`config.mk`:
```
export PLATFORM = sky130hd
export DESIGN_NAME = upe_serial_out32
export DESIGN_NICKNAME = d
export VERILOG_FILES = /design/src/rtl/upe_serial_out32.sv
export SDC_FILE = /design/constraint.sdc
export NUM_CORES = 1
export LEC_CHECK = 0
export BUFFER_PORTS_ARGS = -buffer_cell sky130_fd_sc_hd__buf_4
export CAP_MARGIN = 10
export CORE_AREA = 2 2 89 91
export CTS_CLUSTER_SIZE = 30
export DETAILED_ROUTE_END_ITERATION = 8
export DIE_AREA = 0 0 91 93
export HOLD_SLACK_MARGIN = 0.15
export PLACE_DENSITY_LB_ADDON = 0.12
export SLEW_MARGIN = 20
export SYNTH_ARGS = -nofsm -noshare
export SYNTH_HDL_FRONTEND = slang
export SYNTH_SLANG_ARGS = --single-unit
```
`constraint.sdc`:
```
create_clock -name clk -period 2.4 [get_ports clk]
set_input_delay 0.36 -clock clk [delete_from_list [all_inputs] [get_ports clk]]
set_output_delay 0.36 -clock clk [all_outputs]
set_load 0.05 [all_outputs]
```
`src/rtl/upe_serial_out32.sv`:
```
// upe_serial_out32: bit-serial output stage that shifts one accepted word out on a single pin
//
// Ports:
//   clk        single clock
//   rst_n      asynchronous active-low reset
//   in_data    word to serialise
//   in_valid   in_data is valid
//   in_ready   block can accept a word (registered)
//   bit_out    current serial bit
//   bit_strobe one-cycle pulse on the first cycle of every data bit
//   frame      high while data bits are on bit_out, low during the gap
//   done       one-cycle pulse once a word and its gap have completed
module upe_serial_out32 #(
    parameter int WIDTH     = 32,
    parameter int TICKS     = 1250,
    parameter int GAP_BITS  = 4,
    parameter bit MSB_FIRST = 1'b0
) (
    input  logic             clk,
    input  logic             rst_n,
    input  logic [WIDTH-1:0] in_data,
    input  logic             in_valid,
    output logic             in_ready,
    output logic             bit_out,
    output logic             bit_strobe,
    output logic             frame,
    output logic             done
);
    localparam int TW = $clog2(TICKS + 1);
    localparam int BW = $clog2(WIDTH + GAP_BITS + 1);
    localparam logic [TW-1:0] T_LAST = TW'(TICKS - 1);
    localparam logic [BW-1:0] W_LAST = BW'(WIDTH - 1);
    localparam logic [BW-1:0] G_LAST = BW'(GAP_BITS - 1);

    typedef enum logic [1:0] {IDLE, SHIFT, GAP} state_t;

    state_t           state;
    logic [WIDTH-1:0] sr;
    logic [WIDTH-1:0] sr_next;
    logic             bit_next;
    logic [TW-1:0]    tick;
    logic [BW-1:0]    bcnt;

    // bit_next is the bit that becomes current after the next shift
    assign sr_next  = MSB_FIRST ? sr << 1 : sr >> 1;
    assign bit_next = MSB_FIRST ? sr[WIDTH-2] : sr[1];

    always_ff @(posedge clk or negedge rst_n) begin
        if (!rst_n) begin
            state      <= IDLE;
            sr         <= '0;
            tick       <= '0;
            bcnt       <= '0;
            in_ready   <= 1'b0;
            bit_out    <= 1'b0;
            bit_strobe <= 1'b0;
            frame      <= 1'b0;
            done       <= 1'b0;
        end else begin
            bit_strobe <= 1'b0;
            done       <= 1'b0;
            case (state)
                IDLE: begin
                    if (in_valid && in_ready) begin
                        state      <= SHIFT;
                        sr         <= in_data;
                        tick       <= '0;
                        bcnt       <= '0;
                        in_ready   <= 1'b0;
                        bit_out    <= MSB_FIRST ? in_data[WIDTH-1] : in_data[0];
                        bit_strobe <= 1'b1;
                        frame      <= 1'b1;
                    end else begin
                        in_ready <= 1'b1;
                    end
                end
                SHIFT: begin
                    if (tick != T_LAST) begin
                        tick <= tick + 1'b1;
                    end else begin
                        tick <= '0;
                        if (bcnt == W_LAST) begin
                            // bcnt is reused to count gap bit periods
                            bcnt    <= '0;
                            frame   <= 1'b0;
                            bit_out <= 1'b0;
                            if (GAP_BITS > 0) begin
                                state <= GAP;
                            end else begin
                                state    <= IDLE;
                                done     <= 1'b1;
                                in_ready <= 1'b1;
                            end
                        end else begin
                            bcnt       <= bcnt + 1'b1;
                            sr         <= sr_next;
                            bit_out    <= bit_next;
                            bit_strobe <= 1'b1;
                        end
                    end
                end
                GAP: begin
                    if (tick != T_LAST) begin
                        tick <= tick + 1'b1;
                    end else begin
                        tick <= '0;
                        if (bcnt == G_LAST) begin
                            state    <= IDLE;
                            bcnt     <= '0;
                            done     <= 1'b1;
                            in_ready <= 1'b1;
                        end else begin
                            bcnt <= bcnt + 1'b1;
                        end
                    end
                end
                default: state <= IDLE;
            endcase
        end
    end
endmodule

```
==> Word-level counts from Yosys, hierarchy flattened <==
Index checks and enable logic that the tools add are counted.
{ "classes": {"n_reduce_logical": 14, "eq_ne": 11, "addsub": 2, "mux": 38} }
{ "ops": {"columns": ["operator", "count"], "rows": [
  ["2-to-1 mux 32 bit", 3],
  ["case mux 32 bit (2 select lines)", 1],
  ["2-to-1 mux 6 bit", 5],
  ["2-to-1 mux 11 bit", 2],
  ["case mux 11 bit (2 select lines)", 1],
  ["case mux 6 bit (3 select lines)", 1],
  ["2-to-1 mux 1 bit", 15],
  ["inequality test 2 bit, second input constant", 6],
  ["AND reduction 4 bit", 3],
  ["adder 11 x 1 -> 11 bit, second input constant", 1],
  ["inequality test 11 bit, second input constant", 1],
  ["2-to-1 mux 2 bit", 5],
  ["case mux 1 bit (2 select lines)", 4],
  ["adder 6 x 1 -> 6 bit, second input constant", 1],
  ["== test 6 x 2 -> 1 bit, second input constant", 1],
  ["== test 6 x 5 -> 1 bit, second input constant", 1],
  ["case mux 2 bit (3 select lines)", 1],
  ["AND reduction 3 bit", 2],
  ["nonzero test 2 bit", 3],
  ["AND reduction 5 bit", 1],
  ["nonzero test 3 bit", 1],
  ["== test 2 x 1 -> 1 bit, second input constant", 1],
  ["== test 2 bit, second input constant", 1],
  ["zero test 2 bit", 1],
  ["3 further kinds", 3]
]} }
{ "word_totals": {"word_cells": 74, "in_bits": 35, "ff_bits": 56, "output_inout_bits": 5} }

==> Logic depth before layout (Yosys ltp) <==
{ "logic_depth": {"word_depth": 4, "ltp_mapped": 9, "depth_no_buf": 7} }

==> Worst setup path after synthesis <==
Ideal clock, no wire load.
{ "synth_timing": {"path_kind": "flip-flop to flip-flop", "startpoint": "reg tick[3]", "endpoint": "reg sr[8]", "period_less_slack_ps": 2072, "stages_incl_launch_ff": 7, "path_slack_ps": 328, "arrival_ps": 1946, "n_path_buf": 2, "required_time_ps": 2274, "setup_ps": 126, "path_cell_list": "dfrtp_1 -> or4b_4 -> or3_1 -> buf_2 -> o32ai_4 -> buf_4 -> a21oi_1"} }
{ "synth_between": {"elab_chain_cells": 3} }
{ "synth_lines": {"columns": ["item", "line_no", "rtl"], "rows": [
  ["start: declaration", "41", "logic [TW-1:0] tick;"],
  ["start signal: assignment", "79", "tick <= tick + 1'b1;"],
  ["start signal: assignment", "104", "tick <= tick + 1'b1;"],
  ["inequality test 11 bit", "78", "if (tick != T_LAST) begin"],
  ["inequality test 2 bit (no line)", null, null],
  ["AND reduction 4 bit (no line)", null, null],
  ["end signal: assignment", "66", "sr <= in_data;"],
  ["end signal: assignment", "96", "sr <= sr_next;"],
  ["end: declaration", "38", "logic [WIDTH-1:0] sr;"]
]} }
No other way between the ends.
A chain may end at the register's enable or synchronous reset.

==> Worst setup path in the final report <==
{ "layout_timing": {"startpoint": "reg tick[3]", "endpoint": "reg sr[24]"} }
The elaborated chain is that of the path after synthesis.

==> summary.md <==
| Metric | Value |
|---|---|
| Clk sinks | 55 |
| Worst skew pair latency | 310 ps |
| Initial cell density of the core | 38.53% |
| CTS H-tree lvls | 2 |
| Max_slew headroom | 52.55% |
| Slowest cell on the critical path | or4b_4 |
| Worst-path clk slew | 100 ps |
| Type of origin of the critical path | register |
| Vias/cell | 4.965 |
| Leakage power | 0.001695 uW |
| Syn-to-layout area delta | 17.34% |
| Synth area leader | dfrtp_1 |
| Cells on worst reg2reg path | 6 |
| Area of the mapped netlist | 2900 um^2 |
| Buf/Inv on CP | 1 |
| R2r setup slk | 180 ps |
| Detailed-router iteration count before antenna repair | 4 |
| Die Area | 8463 um^2 |
| # DRC | 0 |
| Met1 usage | 20.78% |
| Status | finished clean |
| Hold path depth | 3 |
| Hold Path Sink | sr[31]$_DFFE_PN0P_ |
| DP Area | 3311 um^2 |
| Seq cells post-synth | 55 |
| Setup ws final | 178.9 ps |
| Skew final | 9.748 ps |
| Die width | 91 um |
| Worst-Margin Slew | 711.7 ps |
| FF-to-FF Start | tick[3]$_DFFE_PN0P_ |
| Ys Warns | 0 |
| Core Region | 7527 um^2 |
| F_max | 450.2 MHz |
| Routed wire length | 5823 um |
| Peak supply drop | 0.0002362 V |
| Routed len/inst | 13.57 um |
| Crit path time final | 2221 ps |
| CTS tree | done |
| Number of setup violations in the final report | 0 |
| Crit path max-delay family | simple AND/OR/NAND/NOR gates |
| HPWL Detailed | 4072 um |
| Worst hold-check path type | in2reg |
| Number of distinct library cells after synthesis | 41 |
| GRT Util Overall | 14.51% |
| PortBufs | 39 |
| Grt met2 use | 21.54% |
| Critical path's largest stage delay | 570 ps |
| Post-synth EDFFs | 0 |
| Fin area | 3403 um^2 |
| Worst EP required | 2640 ps |
| Worst Path Max Fanout | 49 |
| Number of max-cap violations | 0 |
| Initial drt markers | 65 |
| Gpl congestion | 0.7696 |
| Synth Instances | 284 |
| Crit path capture type | register |
| First-pass GRT wire length | 9936 um |
| RR Endpoint | sr[24]$_DFFE_PN0P_ |
| Tot Pwr | 1580 uW |
| Number of I/O pins | 40 |
| Yosys top cell area share | 47.45% |
| Maximum clock path buffer count | 2 |
| Pre-CTS setup slack | 175.8 ps |
| Vias in the first global route | 2050 |
| Synth top area cells | dfrtp_1 47%, mux2i_1 11%, a21oi_2 6.6% |
| # fillers | 775 |
| Cell Pwr Density | 464.3 nW/um^2 |
| Register area share after synthesis | 47.45% |
| Grt peak-use layer | met2 |
| Via count | 2130 |
| Largest net degree at the start of global routing | 56 |
| Initial antenna violation count | 0 |
| CP Cell Sequence | or4b_4, or3_1, o32ai_4, buf_12, nor2_1, a21oi_1 |
| Final period utilization | 92.54% |
| Slew Limit Fails | 0 |
| Setup_tns | 0 ps |
| Hold path startpoint | in_data[31] |
| Syn_area_per_cell | 10.21 um^2 |
| Grt ovf | 0 |
| Met3 usage | 3.707% |
| Synth Net Count | 326 |
| CTS Buf Count | 5 |
| Core Rows | 32 |
| Die H | 93 um |
| Share of layout cells above drive strength 1 | 25.08% |
| Root buffer cell | clkbuf_8 |
| Routed Antenna Nets | 0 |
| Ant diodes | 0 |
| Critical path data arrival time | 2460 ps |
| Nets@finish | 369 |
| Class of the most critical setup path | reg2reg |
| Async SR Flop Fraction | 100.0% |
| Fin. Hold Viols | 0 |
| RSZ-0062 raised after global routing | false |
| Most used DFF post-synth | dfrtp_1 |
==> sequential cells by signal, summed over array words and instances, names as in the netlist <==
signal      cells
sr             31
state           2
in_ready        1
frame           1
bcnt            6
bit_out         1
done            1
tick           11
bit_strobe      1
==> per-layer routing <==
metal	up-vias	wire length, um
met5	-	0
met4	0	81
met3	9	247
met2	41	2588
met1	988	2906
li1	1092	-
==> stage by stage <==
| stage | hold slack [ps] | util, % | instances |
|---|---|---|---|
| after global routing | 305.0 | 45.21 | 429 |
| after floorplan | 64.41 | - | 284 |
| after detailed placement | 475.7 | 43.98 | 421 |
| after global placement | 473.4 | 43.98 | 421 |
| after CTS | 296.8 | 45.21 | 429 |
| final | 307.6 | 45.21 | 429 |
==> cell families (layout without fill, tap and decap cells) <==
logic type | after synthesis | in the layout | share of synthesized area (%)
xor gates and xnor gates | 4 | 4 | 1.208
AOI/OAI and AO/OA | 77 | 77 | 19.28
DFF | 55 | 55 | 47.45
and+or+nand+nor | 89 | 89 | 13.98
muxes | 32 | 32 | 11.09
buffers and inverters | 20 | 63 | 3.969
adders and majority gates | 7 | 7 | 3.020
==> synth_stat cells (all sizes together) (3+ instances only) <==
| cell | number |
|---|---|
| o21ai | 19 |
| nand2 | 15 |
| and3 | 3 |
| clkbuf | 4 |
| nand3 | 9 |
| dfrtp | 55 |
| nor2b | 4 |
| nor2 | 43 |
| xor2 | 3 |
| inv | 8 |
| or3 | 3 |
| mux2i | 31 |
| a22o | 5 |
| buf | 8 |
| nor3 | 6 |
| ha | 7 |
| a21oi | 36 |
==> final cells by class <==
cell class / instances / area (um^2) / share of cell area [%]
clock inverter: 2 / 13.76 / 0.4044
clock buffer: 5 / 68.82 / 2.022
tap: 102 / 127.6 / 3.750
timing repair buffer: 48 / 375.4 / 11.03
inverter: 8 / 30.03 / 0.8824
multi-input combinational: 209 / 1411 / 41.47
sequential: 55 / 1376 / 40.44
==> layout by cell type, fill, tap and decap left out, drive strengths merged, types with 3 or more instances in the layout <==
cell type,n
a21oi,36
a22o,5
and3,3
buf,47
clkbuf,5
dfrtp,55
ha,7
inv,8
mux2i,31
nand2,15
nand3,9
nor2,43
nor2b,4
nor3,6
o21ai,19
or3,3
xor2,3
==> power by group <==
part	leakage (uW)	internal [uW]	switching, uW
clock network	0.0000440	201	302
logic	0.000987	61.2	51.5
registers	0.000664	952	13.4
==> worst max-delay path by stage <==
stage                   startpoint            endpoint  slack (ps)  cells past startpoint
2_1_floorplan  tick[3]$_DFFE_PN0P_   sr[8]$_DFFE_PN0P_         330                      6
3_3_place_gp   tick[3]$_DFFE_PN0P_  sr[31]$_DFFE_PN0P_         230                      5
3_5_place_dp   tick[3]$_DFFE_PN0P_  sr[26]$_DFFE_PN0P_         180                      6
4_1_cts        tick[3]$_DFFE_PN0P_  sr[26]$_DFFE_PN0P_         180                      6
5_1_grt        tick[3]$_DFFE_PN0P_  sr[24]$_DFFE_PN0P_           7                      6
6_report       tick[3]$_DFFE_PN0P_  sr[24]$_DFFE_PN0P_         180                      6
==> worst min-delay path: stages <==
cell and delay, ps:
buf_4 110, inv_1 40, o32ai_1 70
==> what timing repair did <==
item,4_1_cts,5_1_grt
hold endpoints to repair,55,0
gates resized for setup,0,0
setup buffers,0,0
hold buffers,1,0
(Power assumes the default switching activity.)
